File: config.mk
export PLATFORM = sky130hd
export DESIGN_NAME = bit_collector8_flat
export DESIGN_NICKNAME = d
export VERILOG_FILES = /design/src/rtl/bit_collector8_pkg.sv /design/src/rtl/bit_collector8_if.sv /design/src/rtl/bit_collector8_ctrl.sv /design/src/rtl/bit_collector8.sv /design/src/flat_wrapper.sv
export SDC_FILE = /design/constraint.sdc
export NUM_CORES = 1
export LEC_CHECK = 0
export ABC_AREA = 1
export ABC_CLOCK_PERIOD_IN_PS = 1300
export CAP_MARGIN = 15
export CORE_ASPECT_RATIO = 1.1
export CORE_UTILIZATION = 46
export DETAILED_ROUTE_END_ITERATION = 12
export HOLD_SLACK_MARGIN = 0.03
export PLACE_DENSITY = 0.71
export SLEW_MARGIN = 10
export SYNTH_ARGS = -nofsm -noshare
export SYNTH_HDL_FRONTEND = slang
export SYNTH_SLANG_ARGS = --single-unit
File: constraint.sdc
create_clock -name clk -period 1.3 [get_ports clk]
set_input_delay 0.13 -clock clk [delete_from_list [all_inputs] [get_ports clk]]
set_output_delay 0.13 -clock clk [all_outputs]
set_load 0.05 [all_outputs]
File: src/rtl/bit_collector8_pkg.sv
// Shared constants and types for the bit_collector8 serial-to-parallel stage.
package bit_collector8_pkg;
   localparam int WORD_W = 8;
   localparam int CNT_W  = 3;

   // Output FSM encoding (legacy-compatible plain constants)
   localparam logic [0:0] ST_EMPTY = 1'b0;
   localparam logic [0:0] ST_FULL  = 1'b1;

   // Count value at which the next accepted bit completes a word
   localparam logic [CNT_W-1:0] CNT_LAST = CNT_W'(WORD_W - 1);

   typedef logic [WORD_W-1:0] word_t;
endpackage

File: src/rtl/bit_collector8_if.sv
// Handshake bundle between the bit producer/word consumer (master) and the
// collector (slave). out_parity exists only when BIT_COLLECTOR_PARITY_EN is defined.
interface bit_collector8_if;
   import bit_collector8_pkg::*;

   logic             in_bit;
   logic             in_valid;
   logic             in_ready;
   logic             flush;
   word_t            out_word;
   logic             out_all_ones;
   logic             out_valid;
   logic             out_ready;
   logic [CNT_W-1:0] bit_count;
`ifdef BIT_COLLECTOR_PARITY_EN
   logic             out_parity;
`endif

   modport master (
      output in_bit, in_valid, flush, out_ready,
      input  in_ready, out_word, out_all_ones, out_valid,
`ifdef BIT_COLLECTOR_PARITY_EN
      input  out_parity,
`endif
      input  bit_count
   );

   modport slave (
      input  in_bit, in_valid, flush, out_ready,
      output in_ready, out_word, out_all_ones, out_valid,
`ifdef BIT_COLLECTOR_PARITY_EN
      output out_parity,
`endif
      output bit_count
   );
endinterface

File: src/rtl/bit_collector8_ctrl.sv
// bit_collector_ctrl: bit counter, two-state output FSM and the
// accept/completion/in_ready decisions for bit_collector8.
module bit_collector_ctrl
   import bit_collector8_pkg::*;
(
   input  logic             clk,
   input  logic             rst_n,
   input  logic             in_valid_i,
   input  logic             flush_i,
   input  logic             out_ready_i,
   output logic             in_ready_o,
   output logic             accept_o,
   output logic             complete_o,
   output logic             out_valid_o,
   output logic [CNT_W-1:0] bit_count_o
);
   logic [CNT_W-1:0] count_q, count_d;
   logic [0:0]       state_q, state_d;
   logic             at_last;

   assign at_last     = (count_q == CNT_LAST);
   // Only the completing bit must wait for the consumer; bits 0..6 always fit.
   assign in_ready_o  = !(at_last && (state_q == ST_FULL) && !out_ready_i);
   // A flush in the same cycle drops the bit, so it is never an accept.
   assign accept_o    = in_valid_i && in_ready_o && !flush_i;
   assign complete_o  = accept_o && at_last;
   assign out_valid_o = (state_q == ST_FULL);
   assign bit_count_o = count_q;

   // Next bit count: flush clears, accept advances (7 wraps to 0).
   always_comb begin
      count_d = count_q;
      if (flush_i) begin
         count_d = '0;
      end else if (accept_o) begin
         count_d = count_q + 1'b1;
      end
   end

   // Output FSM: a completion always lands in FULL, so a take plus a new word is bubble-free.
   always_comb begin
      state_d = state_q;
      case (state_q)
         ST_EMPTY: if (complete_o) state_d = ST_FULL;
         ST_FULL:  if (out_ready_i && !complete_o) state_d = ST_EMPTY;
         default:  state_d = ST_EMPTY;
      endcase
   end

   // Counter and state registers.
   always_ff @(posedge clk or negedge rst_n) begin
      if (!rst_n) begin
         count_q <= '0;
         state_q <= ST_EMPTY;
      end else begin
         count_q <= count_d;
         state_q <= state_d;
      end
   end
endmodule

File: src/rtl/bit_collector8.sv
// bit_collector8: collects serial bits LSB-first into 8-bit words and holds
// each completed word with a registered all-ones flag for the AND consumer.
// Optional feature macro: BIT_COLLECTOR_PARITY_EN adds a registered out_parity.
module bit_collector8
   import bit_collector8_pkg::*;
(
   input  logic               clk,
   input  logic               rst_n,
   bit_collector8_if.slave    bus
);
   logic [WORD_W-2:0] shift_q, shift_d;
   word_t             word_q;
   word_t             word_next;
   logic              all_ones_q;
   logic              accept;
   logic              complete;
`ifdef BIT_COLLECTOR_PARITY_EN
   logic              parity_q;
`endif

   bit_collector_ctrl u_ctrl (
      .clk         (clk),
      .rst_n       (rst_n),
      .in_valid_i  (bus.in_valid),
      .flush_i     (bus.flush),
      .out_ready_i (bus.out_ready),
      .in_ready_o  (bus.in_ready),
      .accept_o    (accept),
      .complete_o  (complete),
      .out_valid_o (bus.out_valid),
      .bit_count_o (bus.bit_count)
   );

   // Each partial-word bit loads only when the count points at it; bit 7
   // never needs storage because it goes straight into the output word.
   generate
      for (genvar gi = 0; gi < WORD_W - 1; gi++) begin : g_shift
         assign shift_d[gi] = (accept && (bus.bit_count == CNT_W'(gi))) ? bus.in_bit : shift_q[gi];
      end
   endgenerate

   assign word_next = {bus.in_bit, shift_q};

   // Partial-word register.
   always_ff @(posedge clk or negedge rst_n) begin
      if (!rst_n) begin
         shift_q <= '0;
      end else begin
         shift_q <= shift_d;
      end
   end

   // Output word and its reductions change only on completion, so they stay stable while held.
   always_ff @(posedge clk or negedge rst_n) begin
      if (!rst_n) begin
         word_q     <= '0;
         all_ones_q <= 1'b0;
      end else if (complete) begin
         word_q     <= word_next;
         all_ones_q <= &word_next;
      end
   end

`ifdef BIT_COLLECTOR_PARITY_EN
   // Parity register, loaded together with the output word.
   always_ff @(posedge clk or negedge rst_n) begin
      if (!rst_n) begin
         parity_q <= 1'b0;
      end else if (complete) begin
         parity_q <= ^word_next;
      end
   end
   assign bus.out_parity = parity_q;
`endif

   assign bus.out_word     = word_q;
   assign bus.out_all_ones = all_ones_q;
endmodule
File: src/flat_wrapper.sv
// flat-port wrapper written by rule: the top's interface ports become plain ports
module bit_collector8_flat import bit_collector8_pkg::*;
  (clk, rst_n, bus_in_bit, bus_in_valid, bus_flush, bus_out_ready, bus_in_ready, bus_out_word, bus_out_all_ones, bus_out_valid, bus_bit_count);
  bit_collector8_if bus_i ();
  input  logic clk;
  input  logic rst_n;
  input wire logic [$bits(bus_i.in_bit)-1:0] bus_in_bit;
  input wire logic [$bits(bus_i.in_valid)-1:0] bus_in_valid;
  input wire logic [$bits(bus_i.flush)-1:0] bus_flush;
  input wire logic [$bits(bus_i.out_ready)-1:0] bus_out_ready;
  output wire logic [$bits(bus_i.in_ready)-1:0] bus_in_ready;
  output wire logic [$bits(bus_i.out_word)-1:0] bus_out_word;
  output wire logic [$bits(bus_i.out_all_ones)-1:0] bus_out_all_ones;
  output wire logic [$bits(bus_i.out_valid)-1:0] bus_out_valid;
  output wire logic [$bits(bus_i.bit_count)-1:0] bus_bit_count;
  assign bus_i.in_bit = bus_in_bit;
  assign bus_i.in_valid = bus_in_valid;
  assign bus_i.flush = bus_flush;
  assign bus_i.out_ready = bus_out_ready;
  assign bus_in_ready = bus_i.in_ready;
  assign bus_out_word = bus_i.out_word;
  assign bus_out_all_ones = bus_i.out_all_ones;
  assign bus_out_valid = bus_i.out_valid;
  assign bus_bit_count = bus_i.bit_count;
  bit_collector8 u_core (.clk(clk), .rst_n(rst_n), .bus(bus_i));
endmodule
==> reports/results.txt, run 1 <==
status -> finished with violations
failing checks -> negative setup slack
CTS clk-pin slew, worst paths -> 110 ps
largest net degree at the start of global routing -> 21
total I/O pin count -> 20
crit path cell chain -> ha_4, ha_4, buf_12, nand3_4, buf_12
Final ANT Viol Nets -> 0
Rows -> 18
Overflow after GRT -> 0
Simple-Gate Fraction of Synth Area -> 0.301
worst-path fanout max -> 2
1st-pass router iterations -> 4
commonest cells after routing, fill and taps aside -> nand2_1 (31), inv_1 (19), dfrtp_1 (17)
via count -> 1003
Compound-Gate Fraction of Synth Area -> 0.0718
syn_nets -> 141
Clk network pwr share -> 0.275
Synth Area per Inst -> 8.51 um2
Root Buffer -> clkbuf_4
final hold slack -> 161 ps
area of placed instances -> 1580 um2
crit path time final -> 1550 ps
post-DP HPWL -> 1.88 mm
XOR/XNOR Fraction of Synth Area -> 0
fin. max-slew vios -> 0
routed vias/inst -> 5.17
initial antenna violation count -> 0
fin worst setup slack -> -248 ps
multiplexer share of the synthesized area -> 0
delay-heaviest family, CP -> flip-flops
f_max -> 646 MHz
Max-Cap Viols -> 0
first-pass GRT wire length -> 4.83 mm
Num CTS Buffers -> 3
Total Nets Final -> 177
CP Capture Type -> output pin
CTS tree -> done
Net Sw Power -> 369 uW
vias in the first global route -> 1027
DIE AREA -> 2590 um2
slowest CP cell -> dfrtp_2
Final Hold Vio Count -> 0
slowest stage delay, CP -> 440 ps
FILL cells -> 137
core region area -> 2250 um2
setup violators final -> 21
CP arrival -> 1420 ps
DRT Wirelength -> 2.98 mm
Int Pwr -> 931 uW
Layout Skew -> 3.75 ps
Comb pwr share -> 0.186
Cell Area, Synth -> 1100 um2
Die Wd -> 48.6 um
PD cells -> 743 nW/um2
area grow syn2layout -> 59.4%
fin crit share -> 1.19
Warnings, synthesis -> 0
Worst Hold Class -> input pin to asynchronous set/reset pin
Net Sw Frac -> 0.284
Clock Latency Late Sink -> 290 ps
routed length per instance -> 15.4 um
WP buf/inv -> 2
n_diodes -> 0
Adder-Cell Fraction of Synth Area -> 0.0684
Die H -> 53.2 um
RD Place Congestion -> 0.791
post-synthesis cell type count -> 17
slew at the pin closest to its max-slew limit -> 317 ps
clk buf depth -> 2
Initial Utilization -> 0.487
Seq cells post-synth -> 20
relative slew slack -> 0.789
DRC -> 0
port bufs -> 19
WS Path Type -> register to output pin
Flop pwr share -> 0.538
CTS Sinks -> 20
cell leakage power -> 0.819 nW
post-place setup slack -> -97.5 ps
synthesized netlist cell count -> 129
commonest non-fill, non-tap cell in the layout -> nand2_1
Worst EP required -> 1170 ps
maximum vdd drop -> 510 uV
design area -> 1750 um2
global-route usage over all layers -> 0.255
largest family of logic cells by synthesized area -> simple AND/OR/NAND/NOR gates
Seq/Total Area, Yosys -> 0.456
H-tree levels -> 1
layout cells sized above 1 -> 0.421
Startpoint Class -> register
RSZ-0062 raised after global routing -> true
DRT iter0 DRCs -> 32
-- path summary, 6_finish.rpt --
kind | slack [ps] | end | cells after the start | start
setup / recovery | -250 | bus_in_ready | 5 | u_core.u_ctrl.bit_count_o[1]
hold / removal | 160 | u_core.bus.out_word[4] | 2 | rst_n
setup reg to reg | -190 | u_core.bus.out_word[7] | 8 | u_core.u_ctrl.bit_count_o[1]
hold reg to reg | 530 | u_core.shift_q[2] | 2 | u_core.shift_q[2]
max in group asynchronous | 910 | u_core.u_ctrl.bit_count_o[2] | 2 | rst_n
min in group clk | 530 | u_core.shift_q[2] | 2 | u_core.shift_q[2]
-- power by group through the flow --
stage / clock network, mW / registers (mW) / logic (mW)
2_1_floorplan: 0 / 0.723 / 0.110
3_3_place_gp: 0 / 0.704 / 0.225
3_5_place_dp: 0 / 0.708 / 0.235
4_1_cts: 0.363 / 0.696 / 0.239
5_1_grt: 0.395 / 0.702 / 0.269
6_report: 0.358 / 0.700 / 0.242
-- logic make-up after synthesis --
family	count (synthesis)
AND/OR/NAND/NOR	68
buffers and inverters	26
flip-flops	20
AO/OA/AOI/OAI	9
adder cells (fa/ha/maj)	6
-- cell usage after synthesis (all sizes together) --
cell,number,share of area
o21ai,9,0.072
nor3,1,0.0046
ha,6,0.068
dfrtp,20,0.46
nand4,15,0.099
nand3,1,0.0091
nand2,43,0.15
inv,21,0.072
nor2,8,0.039
buf,5,0.031
-- cell type report --
type,instances,area [um2],area share
inverter,21,78.8,0.0451
multi-input combinational,83,589,0.337
timing repair buffer,36,503,0.288
clock buffer,4,36.3,0.0207
sequential,20,504,0.288
tap,30,37.5,0.0215
-- registers in the layout, summed over array words and instances, names as in the netlist --
register,cells
u_core.bus.out_word,8
u_core.u_ctrl.bit_count_o,3
u_core.bus.out_all_ones,1
u_core.shift_q,7
u_core.u_ctrl.out_valid_o,1
-- repair_timing --
action / in CTS / in global routing
pin swaps: 5 / 2
endpoints found under the hold margin: 0 / 0
endpoints found under the setup margin: 21 / 21
cloned: 2 / 1
setup buffers: 5 / 0
gates resized for setup: 15 / 9
hold buffers: 0 / 0
-- per-stage QoR --
step                      power [mW]   util  cells  TNS [ps]
after floorplan                0.833      -    129     -2500
after detailed placement       0.943  0.703    184      -961
after global placement         0.930  0.703    184      -142
final                           1.30  0.777    194     -3290
after global routing            1.37  0.777    194     -4270
after CTS                       1.30  0.777    195     -3680
-- routing by layer --
layer	vias to the layer above	global-route usage	share of wire
met4	0	0.108	0.013
met3	6	0.0259	0.032
met1	483	0.285	0.38
met2	36	0.498	0.57
li1	478	-	-
met5	-	0	0
-- worst reg2reg max path, delay by kind of cell, from the launching register on --
kind / cells / cell delay, ps
buffers and inverters: 3 / 420
and+or+nand+nor: 2 / 170
adders and majority gates: 2 / 340
AOI/OAI and AO/OA: 1 / 60
DFF: 1 / 440
Power figures use the tool's default switching activity.
==> inputs of run 2 (changes only) <==
--- a/config.mk
+++ b/config.mk
@@ -7,7 +7,7 @@
 export LEC_CHECK = 0
 export ABC_AREA = 1
 export ABC_CLOCK_PERIOD_IN_PS = 1300
-export CAP_MARGIN = 15
+export CAP_MARGIN = 0
 export CORE_ASPECT_RATIO = 1.1
 export CORE_UTILIZATION = 46
 export DETAILED_ROUTE_END_ITERATION = 12
==> results of run 2 <==
The final DEF is identical to that of run 1; final timing and power are the same.
==> inputs of run 3 (changes only) <==
--- a/config.mk
+++ b/config.mk
@@ -6,13 +6,13 @@
 export NUM_CORES = 1
 export LEC_CHECK = 0
 export ABC_AREA = 1
-export ABC_CLOCK_PERIOD_IN_PS = 1300
-export CAP_MARGIN = 0
+export ABC_CLOCK_PERIOD_IN_PS = 1600
+export CAP_MARGIN = 20
 export CORE_ASPECT_RATIO = 1.1
-export CORE_UTILIZATION = 46
+export CORE_UTILIZATION = 51
 export DETAILED_ROUTE_END_ITERATION = 12
 export HOLD_SLACK_MARGIN = 0.03
-export PLACE_DENSITY = 0.71
+export PLACE_DENSITY = 0.75
 export SLEW_MARGIN = 10
 export SYNTH_ARGS = -nofsm -noshare
 export SYNTH_HDL_FRONTEND = slang
==> constraint.sdc (replaced) <==
create_clock -name clk -period 1.6 [get_ports clk]
set_input_delay 0.16 -clock clk [delete_from_list [all_inputs] [get_ports clk]]
set_output_delay 0.16 -clock clk [all_outputs]
set_load 0.05 [all_outputs]
==> run 3 against run 2 <==
Final area down 20%; critical path type unchanged; clock skew down 1.8 ps; largest cell class unchanged; combinational power down 29%; final cell count down 6.2%; clock power down 18%; the run now ends clean.
==> reports/results.txt, run 3 (same netlist as run 1, synthesis figures left out) <==
clk buf depth -> 2 (unchanged)
crit path time final -> 1540 ps
slew at the pin closest to its max-slew limit -> 343 ps (+25.8 ps)
DRC -> 0 (unchanged)
Layout Utilization -> 0.695 (-0.0813)
CP arrival -> 1380 ps (-40 ps)
DRT iter0 DRCs -> 18 (-44%)
Overflow after GRT -> 0 (unchanged)
largest net degree at the start of global routing -> 21 (unchanged)
commonest cells after routing, fill and taps aside -> nand2_1 (42), inv_1 (19), buf_4 (18), dfrtp_1 (18), nand4_1 (14)
maximum vdd drop -> 641 uV (+26%)
relative slew slack -> 0.771 (-0.0176)
area grow syn2layout -> 28.1%
global-route usage over all layers -> 0.202 (-0.0526)
H-tree levels -> 1 (unchanged)
max reg flops -> 8 (unchanged)
RD Place Congestion -> 0.753 (-4.8%)
Num CTS Buffers -> 3 (unchanged)
worst-path fanout max -> 8 (+6)
Die Wd -> 46.2 um (-4.8%)
post-place setup slack -> 95.0 ps (+192 ps)
status -> finished clean
Worst Hold Class -> input pin to asynchronous set/reset pin
Initial Utilization -> 0.543 (+0.0558)
Pwr Total -> 1.03 mW (-21%)
final hold slack -> 181 ps (+20.0 ps)
setup violators final -> 0 (-100%)
first-pass GRT wire length -> 3.41 mm (-29%)
cell leakage power -> 0.715 nW (-13%)
Layout Skew -> 1.96 ps (-1.79 ps)
RSZ-0062 raised after global routing -> false
Total Nets Final -> 167 (-5.6%)
routed vias/inst -> 5.04 (-2.4%)
Hold Buf Count CTS -> 0 (unchanged)
WS Path Type -> register to output pin
DIE AREA -> 2340 um2 (-9.4%)
port bufs -> 19 (unchanged)
Root Buffer -> clkbuf_4
Final ANT Viol Nets -> 0 (unchanged)
initial antenna violation count -> 0 (unchanged)
total I/O pin count -> 20 (unchanged)
CP Capture Type -> output pin
Setup TNS -> 0 ps (+3290 ps)
core region area -> 2020 um2 (-10%)
CTS Sinks -> 20 (unchanged)
fin crit share -> 0.961
Worst EP required -> 1440 ps (+270 ps)
Startpoint Class -> register
CTS clk-pin slew, worst paths -> 110 ps (about the same)
commonest non-fill, non-tap cell in the layout -> nand2_1
1st-pass router iterations -> 5 (+1)
vias in the first global route -> 816 (-21%)
Die H -> 50.7 um (-4.8%)
CTS tree -> done
Max-Cap Viols -> 0 (unchanged)
routed length per instance -> 10.9 um (-29%)
f_max -> 650 MHz
DRT Wirelength -> 1.99 mm (-33%)
Final Hold Vio Count -> 0 (unchanged)
n_diodes -> 0 (unchanged)
layout cells sized above 1 -> 0.299 (-0.122)
PD cells -> 730 nW/um2 (-1.8%)
Clock Latency Late Sink -> 300 ps (about the same)
via count -> 918 (-8.5%)
post-DP HPWL -> 1.46 mm (-22%)
fin. max-slew vios -> 0 (unchanged)
Rows -> 17 (-1)
fin worst setup slack -> 62.4 ps (+311 ps)
==> run 3: cell types whose count changed in the layout (fill, tap and decap cells not counted), sizes merged <==
cell,before,now
clkbuf,5,4
buf,30,21
==> run 3: final cells by class <==
cell class	instances	area [um2]
Clock buffer	4	36.3
Fill cell	162	616
Inverter	21	78.8
Multi-Input combinational cell	83	507
Sequential cell	20	503
Tap cell	28	35.0
Timing Repair Buffer	26	245
==> run 3: worst max-delay path, stage by stage (launching register included) <==
cell     delay (ps)
dfrtp_2         390
ha_2            220
ha_4            170
nand3_4         120
buf_12          180
==> run 3: repair_timing <==
item	in CTS	in global routing
gates resized for setup	0	2
buffers inserted	2	0
pin swaps	1	0
hold endpoints to repair	0	0
setup endpoints to repair	1	3
==> run 3: final timing paths <==
check                      slack [ps]  cells after the start                         start                            to
max                                60                      4  u_core.u_ctrl.bit_count_o[1]                  bus_in_ready
min                               180                      2                         rst_n             u_core.shift_q[6]
max reg2reg                       190                      5  u_core.u_ctrl.bit_count_o[1]        u_core.bus.out_word[0]
min reg2reg                       490                      2        u_core.bus.out_word[5]        u_core.bus.out_word[5]
max in group asynchronous        1200                      2                         rst_n  u_core.u_ctrl.bit_count_o[1]
min in group clk                  490                      2        u_core.bus.out_word[5]        u_core.bus.out_word[5]
==> run 3: power by group <==
group / leakage, nW / internal [mW] / switching [mW] / total [mW]
logic: 0.423 / 0.0663 / 0.107 / 0.173
clock network: 0.0210 / 0.139 / 0.153 / 0.292
registers: 0.271 / 0.538 / 0.0224 / 0.560
total: 0.715 / 0.743 / 0.283 / 1.03
==> run 3: per-stage QoR <==
stage / area, um2 / instances
finish: 1410 / 182
global route: 1410 / 182
global placement: 1340 / 176
floorplan: 1110 / 129
detailed placement: 1340 / 176
CTS: 1390 / 182
==> run 3: per-layer routing <==
layer  global-route usage  vias to the layer above  share of wire
met5                    0                        -              0
met4               0.0735                        0          0.019
met1                0.254                      413           0.42
met2                0.338                       36           0.50
li1                     -                      462              -
met3               0.0324                        7          0.056
==> patch, RTL diff (config.mk and constraints of run 1) <==
`CNT_W`: 3 -> 6.
--- a/src/rtl/bit_collector8_pkg.sv
+++ b/src/rtl/bit_collector8_pkg.sv
@@ -3,3 +3,3 @@
    localparam int WORD_W = 8;
-   localparam int CNT_W  = 3;
+   localparam int CNT_W  = 6;
 
Interface: changed (resized bus_bit_count); port bits go from 20 to 23. The function was not compared with the original's and may differ.
==> patch against run 1 <==
Setup slack better by 22 ps; power rose by 8.1%; sequential cell count increased by 3; critical endpoint unchanged; routed wire length grew 9.3%; die area is 18% higher; the flow still finishes with violations (negative setup slack); fmax increased by 1.4%; design area grew 20%; via count rose by 24%; first-iteration DRC count is 22% higher; combinational power is 12% higher; area after synthesis grew 19%.
==> patch: results (changes against run 1) <==
# port buffers 22 (was 19); most common cell in the synthesized netlist nand2_1 (unchanged); syn_nets 168 (was 141); layout cells sized above 1 38.7% (was 42.1%); vias per cell 5.13 (was 5.17); Worst R2R Setup Slack -180 ps; DR pass1 iterations 4 (unchanged); Clock Tree Root clkbuf_4 (unchanged); worst-path fanout max 4 (was 2); worst r2r dst u_core.shift_q[1] (was u_core.bus.out_word[7]); most frequent cells after synthesis 58 x nand2_1, 23 x dfrtp_1, 17 x nand4_1 (was 42 x nand2_1, 20 x dfrtp_1, 19 x inv_1); Seq/Total Area, Yosys 44.2% (was 45.6%); H-tree levels 1 (unchanged); reg2reg start u_core.u_ctrl.bit_count_o[4] (was u_core.u_ctrl.bit_count_o[1]); Wirelength per Cell 13.4 um (was 15.4 um); vias in the first global route 1214 (was 1027); final net count 223 (was 177); clk_lat worst skew 310 ps (was 290 ps); setup slack after layout -227 ps (was -248 ps); synth warn 0 (unchanged); Critical Path Max Stage Delay 440 ps (about the same); cell family with most CP delay flip-flops (unchanged); max_slew headroom 80.1% (was 78.9%); Worst Clk Skew 2.63 ps (was 3.75 ps); CTS Buf Count 3 (unchanged); failing checks negative setup slack (unchanged); crit path DAT 1400 ps (was 1420 ps); CP max-delay cell dfrtp_1 (was dfrtp_2); Distinct cells, synth 23 (was 17); Primary FF master, synth dfrtp_1 (unchanged); initial antenna violation count 0 (unchanged); clock tree buffer depth 2 (unchanged); final RePlAce weighted congestion 0.803 (was 0.791); post-synthesis async set-or-reset flop share 100% (unchanged); max reg flops 8 (unchanged); GRT Total Usage 23.5% (was 25.5%); first-pass GRT wire length 5310 um (was 4830 um); largest net degree at the start of global routing 24 (was 21); hpwl dp 2350 um (was 1880 um); Worst-path clk slew roughly 120 ps; outcome complete, but fails checks (unchanged); leak pwr 1.02 nW (was 0.819 nW); ranking of synthesized cells by area dfrtp_1 44%, nand2_1 17%, nand4_1 8.2% (was dfrtp_1 46%, nand2_1 14%, nand4_1 8.0%); diode count 0 (unchanged); Hold Crit Class input pin to asynchronous set/reset pin (unchanged); Peak supply drop 735 uV (was 510 uV); First DRT Iteration DRCs 39 (was 32); worst-case reg-to-reg path depth 10 (was 8); Setup violations, final 23 (was 21)
==> patch: per-layer routing <==
metal  track usage (%)  wire length, um  vias up
li1                  -                -      619
met1              25.9             1270      592
met2              46.3             1830       25
met3              1.57               79       10
met4              6.77               80        0
met5                 0                0        -
==> patch: layout make-up <==
cell class / instances / area, um2
Tap cell: 31 / 38.8
Sequential cell: 23 / 582
Timing Repair Buffer: 55 / 673
Inverter: 16 / 62.6
Fill cell: 157 / 499
Clock buffer: 4 / 26.3
Multi-Input combinational cell: 114 / 709
==> patch: per-stage QoR <==
| stage | setup WS [ps] | std cells | instance area, um2 | setup TNS, ps | hold slack, ps |
|---|---|---|---|---|---|
| floorplan | -239 | 158 | 1330 | -3930 | -166 |
| global placement | -51.9 | 229 | 1920 | -532 | 455 |
| detailed placement | -121 | 229 | 1920 | -1500 | 467 |
| CTS | -257 | 239 | 2020 | -3520 | 162 |
| global route | -270 | 243 | 2090 | -4590 | 180 |
| finish | -227 | 243 | 2090 | -2860 | 154 |
==> patch: worst max path at each step <==
stage	from	to	slack [ps]
final	u_core.u_ctrl.bit_count_o[4]	bus_in_ready	-230
after detailed placement	bus_out_ready	u_core.shift_q[1]	-120
after CTS	u_core.u_ctrl.bit_count_o[0]	bus_in_ready	-260
after global routing	u_core.u_ctrl.bit_count_o[4]	bus_in_ready	-270
after floorplan	u_core.u_ctrl.bit_count_o[0]	u_core.u_ctrl.bit_count_o[3]	-240
after global placement	bus_in_valid	u_core.u_ctrl.bit_count_o[0]	-50
==> patch: kinds of logic (layout without fill, tap and decap cells) <==
family / after synthesis / in the layout / share of synthesized area, %
adder cells (fa/ha/maj): 4 / 4 / 3.85
XOR/XNOR: 3 / 3 / 2.02
flip-flops: 23 / 23 / 44.2
buffers and inverters: 21 / 75 / 7.11
AO/OA/AOI/OAI: 8 / 8 / 4.52
AND/OR/NAND/NOR: 99 / 99 / 38.3
==> patch: repair_timing <==
action                     CTS  global route
hold endpoints to repair     0             0
setup buffers                6             5
pin swaps                   14            11
setup endpoints to repair   20            26
resized for setup            9            11
hold buffers                 0             0
==> patch: where the power goes <==
group | internal [W] | total [W] | leakage, nW | switching (W)
Clock | 0.000120 | 0.000335 | 0.0150 | 0.000215
Combinational | 0.000118 | 0.000272 | 0.694 | 0.000154
Sequential | 0.000758 | 0.000797 | 0.308 | 0.0000386
Total | 0.000996 | 0.00140 | 1.02 | 0.000408
